### config.mk
export PLATFORM = sky130hd
export DESIGN_NAME = uart_rx_cfg
export DESIGN_NICKNAME = d
export VERILOG_FILES = /design/src/rtl/uart_rx_cfg.sv
export SDC_FILE = /design/constraint.sdc
export NUM_CORES = 1
export LEC_CHECK = 0
export ABC_AREA = 1
export CAP_MARGIN = 15
export CORE_MARGIN = 4
export CORE_UTILIZATION = 60
export DETAILED_ROUTE_END_ITERATION = 8
export PLACE_DENSITY = 0.8
export SLEW_MARGIN = 20
export SYNTH_ARGS = -nofsm -noshare
export SYNTH_HDL_FRONTEND = slang
export SYNTH_SLANG_ARGS = --single-unit
### constraint.sdc
create_clock -name clk -period 2.69 [get_ports clk]
set_input_delay 0.538 -clock clk [delete_from_list [all_inputs] [get_ports clk]]
set_output_delay 0.538 -clock clk [all_outputs]
set_load 0.1 [all_outputs]
### src/rtl/uart_rx_cfg.sv
// UART receiver, runtime frame format (5-8 data, none/even/odd parity, 1/2 stop), 16x majority sampling.
// data_valid fires one cycle after the final stop-bit majority point; no backpressure, consumer must take it.
module uart_rx_cfg #(
   parameter int CLK_FREQ    = 100000000,
   parameter int OVERSAMPLE  = 16,
   parameter int SYNC_STAGES = 2
) (
   input  logic       clk,
   input  logic       rst_n,
   input  logic [2:0] Baud_Set,
   input  logic [1:0] data_bits,
   input  logic [1:0] parity_mode,
   input  logic       stop_bits,
   input  logic       rx,
   output logic [7:0] data,
   output logic       data_valid,
   output logic       rx_busy,
   output logic       parity_err,
   output logic       frame_err,
   output logic       break_det
);

   localparam int OS_W = $clog2(OVERSAMPLE);
   localparam int M    = OVERSAMPLE / 2;
   localparam logic [OS_W-1:0] OS_S0   = OS_W'(M - 1);
   localparam logic [OS_W-1:0] OS_S1   = OS_W'(M);
   localparam logic [OS_W-1:0] OS_S2   = OS_W'(M + 1);
   localparam logic [OS_W-1:0] OS_LAST = OS_W'(OVERSAMPLE - 1);

   typedef enum logic [2:0] {
      S_IDLE,
      S_START,
      S_DATA,
      S_PARITY,
      S_STOP1,
      S_STOP2
   } state_t;

   state_t state, state_nxt;

   logic [SYNC_STAGES-1:0] sync_q;
   logic                   rx_s, rx_s_d;
   logic                   start_edge;

   logic [15:0]     div_sel, div_q, div_cnt;
   logic [OS_W-1:0] os_cnt;
   logic            busy, os_tick, maj_tick, end_tick;
   logic            smp0, smp1, maj;

   logic [1:0] nbits_q;
   logic       par_en_q, par_odd_q, two_stop_q;
   logic [7:0] shreg;
   logic [2:0] bit_idx;
   logic       par_bit_q, stop1_q;
   logic       resolve, stop1_v, stop2_v, par_calc;

   assign rx_s       = sync_q[SYNC_STAGES-1];
   assign start_edge = rx_s_d & ~rx_s;

   always_ff @(posedge clk or negedge rst_n) begin
      if (!rst_n) begin
         sync_q <= '1;
         rx_s_d <= 1'b1;
      end else begin
         sync_q <= {sync_q[SYNC_STAGES-2:0], rx};
         rx_s_d <= rx_s;
      end
   end

   // Constant per-baud divisors; only the select mux is built.
   always_comb begin
      div_sel = 16'(CLK_FREQ / (9600 * OVERSAMPLE));
      case (Baud_Set)
         3'd0: div_sel = 16'(CLK_FREQ / (9600 * OVERSAMPLE));
         3'd1: div_sel = 16'(CLK_FREQ / (19200 * OVERSAMPLE));
         3'd2: div_sel = 16'(CLK_FREQ / (38400 * OVERSAMPLE));
         3'd3: div_sel = 16'(CLK_FREQ / (57600 * OVERSAMPLE));
         3'd4: div_sel = 16'(CLK_FREQ / (115200 * OVERSAMPLE));
         3'd5: div_sel = 16'(CLK_FREQ / (230400 * OVERSAMPLE));
         3'd6: div_sel = 16'(CLK_FREQ / (460800 * OVERSAMPLE));
         3'd7: div_sel = 16'(CLK_FREQ / (921600 * OVERSAMPLE));
         default: div_sel = 16'(CLK_FREQ / (9600 * OVERSAMPLE));
      endcase
   end

   assign busy     = (state != S_IDLE);
   assign rx_busy  = busy;
   assign os_tick  = busy && (div_cnt == div_q - 16'd1);
   assign maj_tick = os_tick && (os_cnt == OS_S2);
   assign end_tick = os_tick && (os_cnt == OS_LAST);
   assign maj      = (smp0 & smp1) | (smp0 & rx_s) | (smp1 & rx_s);

   // Frame closes at the last stop bit's majority point, not its end, so back-to-back frames fit.
   assign resolve  = maj_tick && ((state == S_STOP1 && !two_stop_q) || state == S_STOP2);
   assign stop1_v  = (state == S_STOP1) ? maj : stop1_q;
   assign stop2_v  = (state == S_STOP2) ? maj : 1'b1;
   assign par_calc = (^shreg) ^ par_odd_q;

   always_ff @(posedge clk or negedge rst_n) begin
      if (!rst_n) state <= S_IDLE;
      else        state <= state_nxt;
   end

   always_comb begin
      state_nxt = state;
      case (state)
         S_IDLE:   if (start_edge) state_nxt = S_START;
         S_START:  if (maj_tick && maj) state_nxt = S_IDLE;
                   else if (end_tick)   state_nxt = S_DATA;
         S_DATA:   if (end_tick && bit_idx == {1'b1, nbits_q})
                      state_nxt = par_en_q ? S_PARITY : S_STOP1;
         S_PARITY: if (end_tick) state_nxt = S_STOP1;
         S_STOP1:  if (maj_tick && !two_stop_q) state_nxt = S_IDLE;
                   else if (end_tick)           state_nxt = S_STOP2;
         S_STOP2:  if (maj_tick) state_nxt = S_IDLE;
         default:  state_nxt = S_IDLE;
      endcase
   end

   always_ff @(posedge clk or negedge rst_n) begin
      if (!rst_n) begin
         div_q      <= '0;
         nbits_q    <= '0;
         par_en_q   <= 1'b0;
         par_odd_q  <= 1'b0;
         two_stop_q <= 1'b0;
         div_cnt    <= '0;
         os_cnt     <= '0;
         smp0       <= 1'b1;
         smp1       <= 1'b1;
         shreg      <= '0;
         bit_idx    <= '0;
         par_bit_q  <= 1'b0;
         stop1_q    <= 1'b1;
         data       <= '0;
         data_valid <= 1'b0;
         parity_err <= 1'b0;
         frame_err  <= 1'b0;
         break_det  <= 1'b0;
      end else begin
         data_valid <= 1'b0;
         if (state == S_IDLE) begin
            div_cnt <= '0;
            os_cnt  <= '0;
            if (start_edge) begin
               div_q      <= div_sel;
               nbits_q    <= data_bits;
               par_en_q   <= ^parity_mode;
               par_odd_q  <= parity_mode[1];
               two_stop_q <= stop_bits;
               shreg      <= '0;
               bit_idx    <= '0;
            end
         end else begin
            div_cnt <= os_tick ? '0 : div_cnt + 16'd1;
            if (os_tick) begin
               os_cnt <= (os_cnt == OS_LAST) ? '0 : os_cnt + 1'b1;
               if (os_cnt == OS_S0) smp0 <= rx_s;
               if (os_cnt == OS_S1) smp1 <= rx_s;
            end
            if (maj_tick) begin
               case (state)
                  S_DATA:   shreg[bit_idx] <= maj;
                  S_PARITY: par_bit_q      <= maj;
                  S_STOP1:  stop1_q        <= maj;
                  default:  ;
               endcase
            end
            if (end_tick && state == S_DATA) bit_idx <= bit_idx + 3'd1;
            if (resolve) begin
               data_valid <= 1'b1;
               data       <= shreg;
               parity_err <= par_en_q & (par_bit_q ^ par_calc);
               frame_err  <= ~stop1_v | ~stop2_v;
               break_det  <= (shreg == 8'd0) & ~(par_en_q & par_bit_q) & ~stop1_v;
            end
         end
      end
   end

endmodule

==> results.md <==
* Critical Path End Type: register
* H-tree depth at 3
* Syn_nets at roughly 590
* Clock power frac at a little under a quarter
* CTS buffer count at 9
* Slew HR at 42.1%
* DIE AREA at ~8500 sq um
* Drc violations at 0
* Global-route wire length before repair at 16,800 um
* Top cells by area, synth: dfrtp_1, nand2_1, inv_1
* Reg power frac at about 35%
* Ys flop type: dfrtp_1
* Max-cap violations at 0
* CTS tree: built
* Max Clk Rate at 0.395 GHz
* Post-synthesis sequential area ratio at approximately two fifths
* Fin crit period at between 2000 and 3000 ps
* Max Slew Vio Count at 0
* Core ar. at between 6000 and 7000 sq um
* Number of global-route vias before repair at about 3,500
* Ys Warns at 0
* Placer Congestion at 0.946
* # setup viols final at 0
* Total gr overflow at 0
* Detail Placement HPWL at 7760 um
* Most area-hungry cell type in the Yosys netlist: dfrtp_1
* Status: finished, final reports clean
* Initial Utilization at roughly 62%
* HP Class: in2async
* # nets final at 633
* Vias at about 3,900
* Number of cells produced by synthesis at between 500 and 600
* Post-synth EDFFs at 0
* WL/cell at 14.9 um
* CTS Root Cell: clkbuf_8
* Crit Path Max Fanout at 5
* Post-synth cell types at 40
* CTS Sinks at 68
* Power Density at 830 nW/um^2
* Die height at roughly 90 um
* Antenna cell count at 0
* P_sw at ~1.8 mW
* Synth Area per Inst at around 7.5 sq um
* Post-Syn Area at 4250 sq um
* Wire length on met3 at approximately 520 um
* Num ports at 24
* Post-synth ARST share at 100%
* Routed Antenna Nets at 0
* Switch share at between 40% and 50%
* Tcrit/Tclk final at 94.2%
* M1 WL at 4980 um
* Routed WL at between 10,000 and 15,000 um
* DIE WIDTH at slightly above 90 um
* All-Layer GR Usage at between 20% and 30%
* Yosys top cell area share at between 30 and 40%
* Maximum VDD drop at 650 uV
* Clk_lat worst skew at 350 ps
* Vias/cell at about 5.5
* Number of synthesized register bits at 68
* Clock skew at around 8.5 ps
* DP Area at ~4600 sq um
* Area Overhead vs Synth at 16.6%
* Worst reg-to-reg path cell count at 15
* Row count at 30
* Hold_buf cts at 0
* Max Root-Sink Buffers at 2
* Worst EP arrival at around 2800 ps
* Top post-synthesis cells by count: nand2_1, inv_1, nor2_1
* Final hold vios at 0
* Leak at ~2.4 nW
* Layout cells sized above 1 at roughly 17%
* Setup TNS at 0 ps
* I/O Buffers at 23
* Crit Path Category: reg2reg
* CP required at between 2000 and 3000 ps
* DR WL met2 at between 4000 and 5000 um
* Uppermost layer routed: met4
* Slew at the pin with the worst max-slew slack at 864 ps
* Initial antenna violation count at 0
* Worst-path clk slew at approximately 80 ps
* Final Util at just over 70%
* Drt pass-1 iters at 5
* Largest net degree at the start of global routing at 34
* Finished Cell Area at between 4000 and 5000 sq um
* First-iteration detailed-routing DRC count at slightly below 200
* Int Pwr at around 2.3 mW
* Count leader, synth: nand2_1
* Comb pwr share at about two fifths
* Startpoint Class: register
[flip-flops by register name (all words and copies together), names as in the netlist, 2 cells and up]
| signal | cells |
|---|---|
| div_cnt | 16 |
| div_q | 10 |
| data | 8 |
| shreg | 8 |
| os_cnt | 4 |
| bit_idx | 3 |
| state | 3 |
| nbits_q | 2 |
| sync_q | 2 |
[stage by stage]
| stage | setup slack, ps | std cells | power (mW) | hold slack [ps] |
|---|---|---|---|---|
| finish | 156 | 710 | 4.11 | 28.1 |
| global route | -16.8 | 710 | 4.39 | 34.3 |
| CTS | 64.4 | 703 | 4.00 | 25.2 |
| detailed placement | -85.0 | 687 | 3.03 | 348 |
| global placement | 84.2 | 687 | 3.00 | 348 |
| floorplan | 401 | 567 | 2.58 | 242 |
[cells in the final DEF, fill, tap and decap left out, types with 2 or more instances in the layout]
cell               n
a21oi_1           12
a31oi_1            3
buf_4             25
bufinv_16          2
clkbuf_8          10
clkdlybuf4s50_1    9
clkinv_2           2
dfrtp_1           61
dfstp_2            6
ha_1              12
inv_1             76
nand2_1          125
nand2_2           10
nand2_4            4
nand3_1           53
nand3b_1           2
nand4_1            5
nor2_1            61
nor2_2             6
nor2_4             8
nor3_1            14
nor3_2             5
o21a_1             2
o21ai_0           37
o21ai_1           12
o21ai_2           12
o21ai_4            3
o22ai_1            2
or2_2              2
xnor2_1            6
xor2_1             9
[worst max-delay path, stage by stage, from the launching register on]
cell	delay, ps
dfrtp_1	400
inv_1	100
ha_4	180
nand2_1	110
nor2_4	130
nand3_1	90
nand3_1	150
o21ai_1	120
nor3_2	130
nand3_1	110
nor2_2	180
nand2_4	100
nor2_4	270
o21ai_2	160
nand2_1	120
o21ai_2	60
[power by group through the flow]
stage / clock [mW] / combinational, mW / sequential (mW)
after floorplan: 0 / 1.22 / 1.36
after CTS: 0.973 / 1.63 / 1.40
after global routing: 1.01 / 1.93 / 1.45
after detailed placement: 0 / 1.61 / 1.42
final: 0.966 / 1.73 / 1.42
after global placement: 0 / 1.59 / 1.41
[routing by layer]
metal  vias to the layer above  global-route usage [%]
met5                         -                       0
li1                       1921                       -
met4                         0                    9.65
met3                        22                    4.27
met2                        99                    39.2
met1                      1851                    34.4
[cell type report]
type                    count  area (sq um)
multi-input cells         416          2300
inverters                  78           293
repair buffers             36           303
fillers                   575          1880
flip-flops and latches     68          1710
well taps                  96           120
clock buffers              10           138
clock inverters             6          86.3
[worst paths after layout]
| path | to | start | slack (ps) |
|---|---|---|---|
| max in group asynchronous | stop1_q | rst_n | 2010 |
| hold reg to reg | sync_q[1] | sync_q[0] | 360 |
| min in group clk | sync_q[1] | sync_q[0] | 360 |
| setup reg to reg | data[2] | div_q[1] | 160 |
| setup / recovery | data[2] | div_q[1] | 160 |
| hold / removal | div_cnt[10] | rst_n | 30 |
[logic make-up after synthesis]
family	Yosys count	share of synthesized area [%]
adders and majority gates	13	3.83
xor gates and xnor gates	15	3.09
DFF	68	40.2
and+or+nand+nor	299	32.8
buffers and inverters	87	8.25
AOI/OAI and AO/OA	85	11.8
[repair_timing]
action / 4_1_cts / 5_1_grt
resized for setup: 2 / 19
pin swaps: 0 / 7
endpoints found under the setup margin: 10 / 24
cloned: 0 / 4
setup buffers: 0 / 3
(Power assumes the default switching activity.)
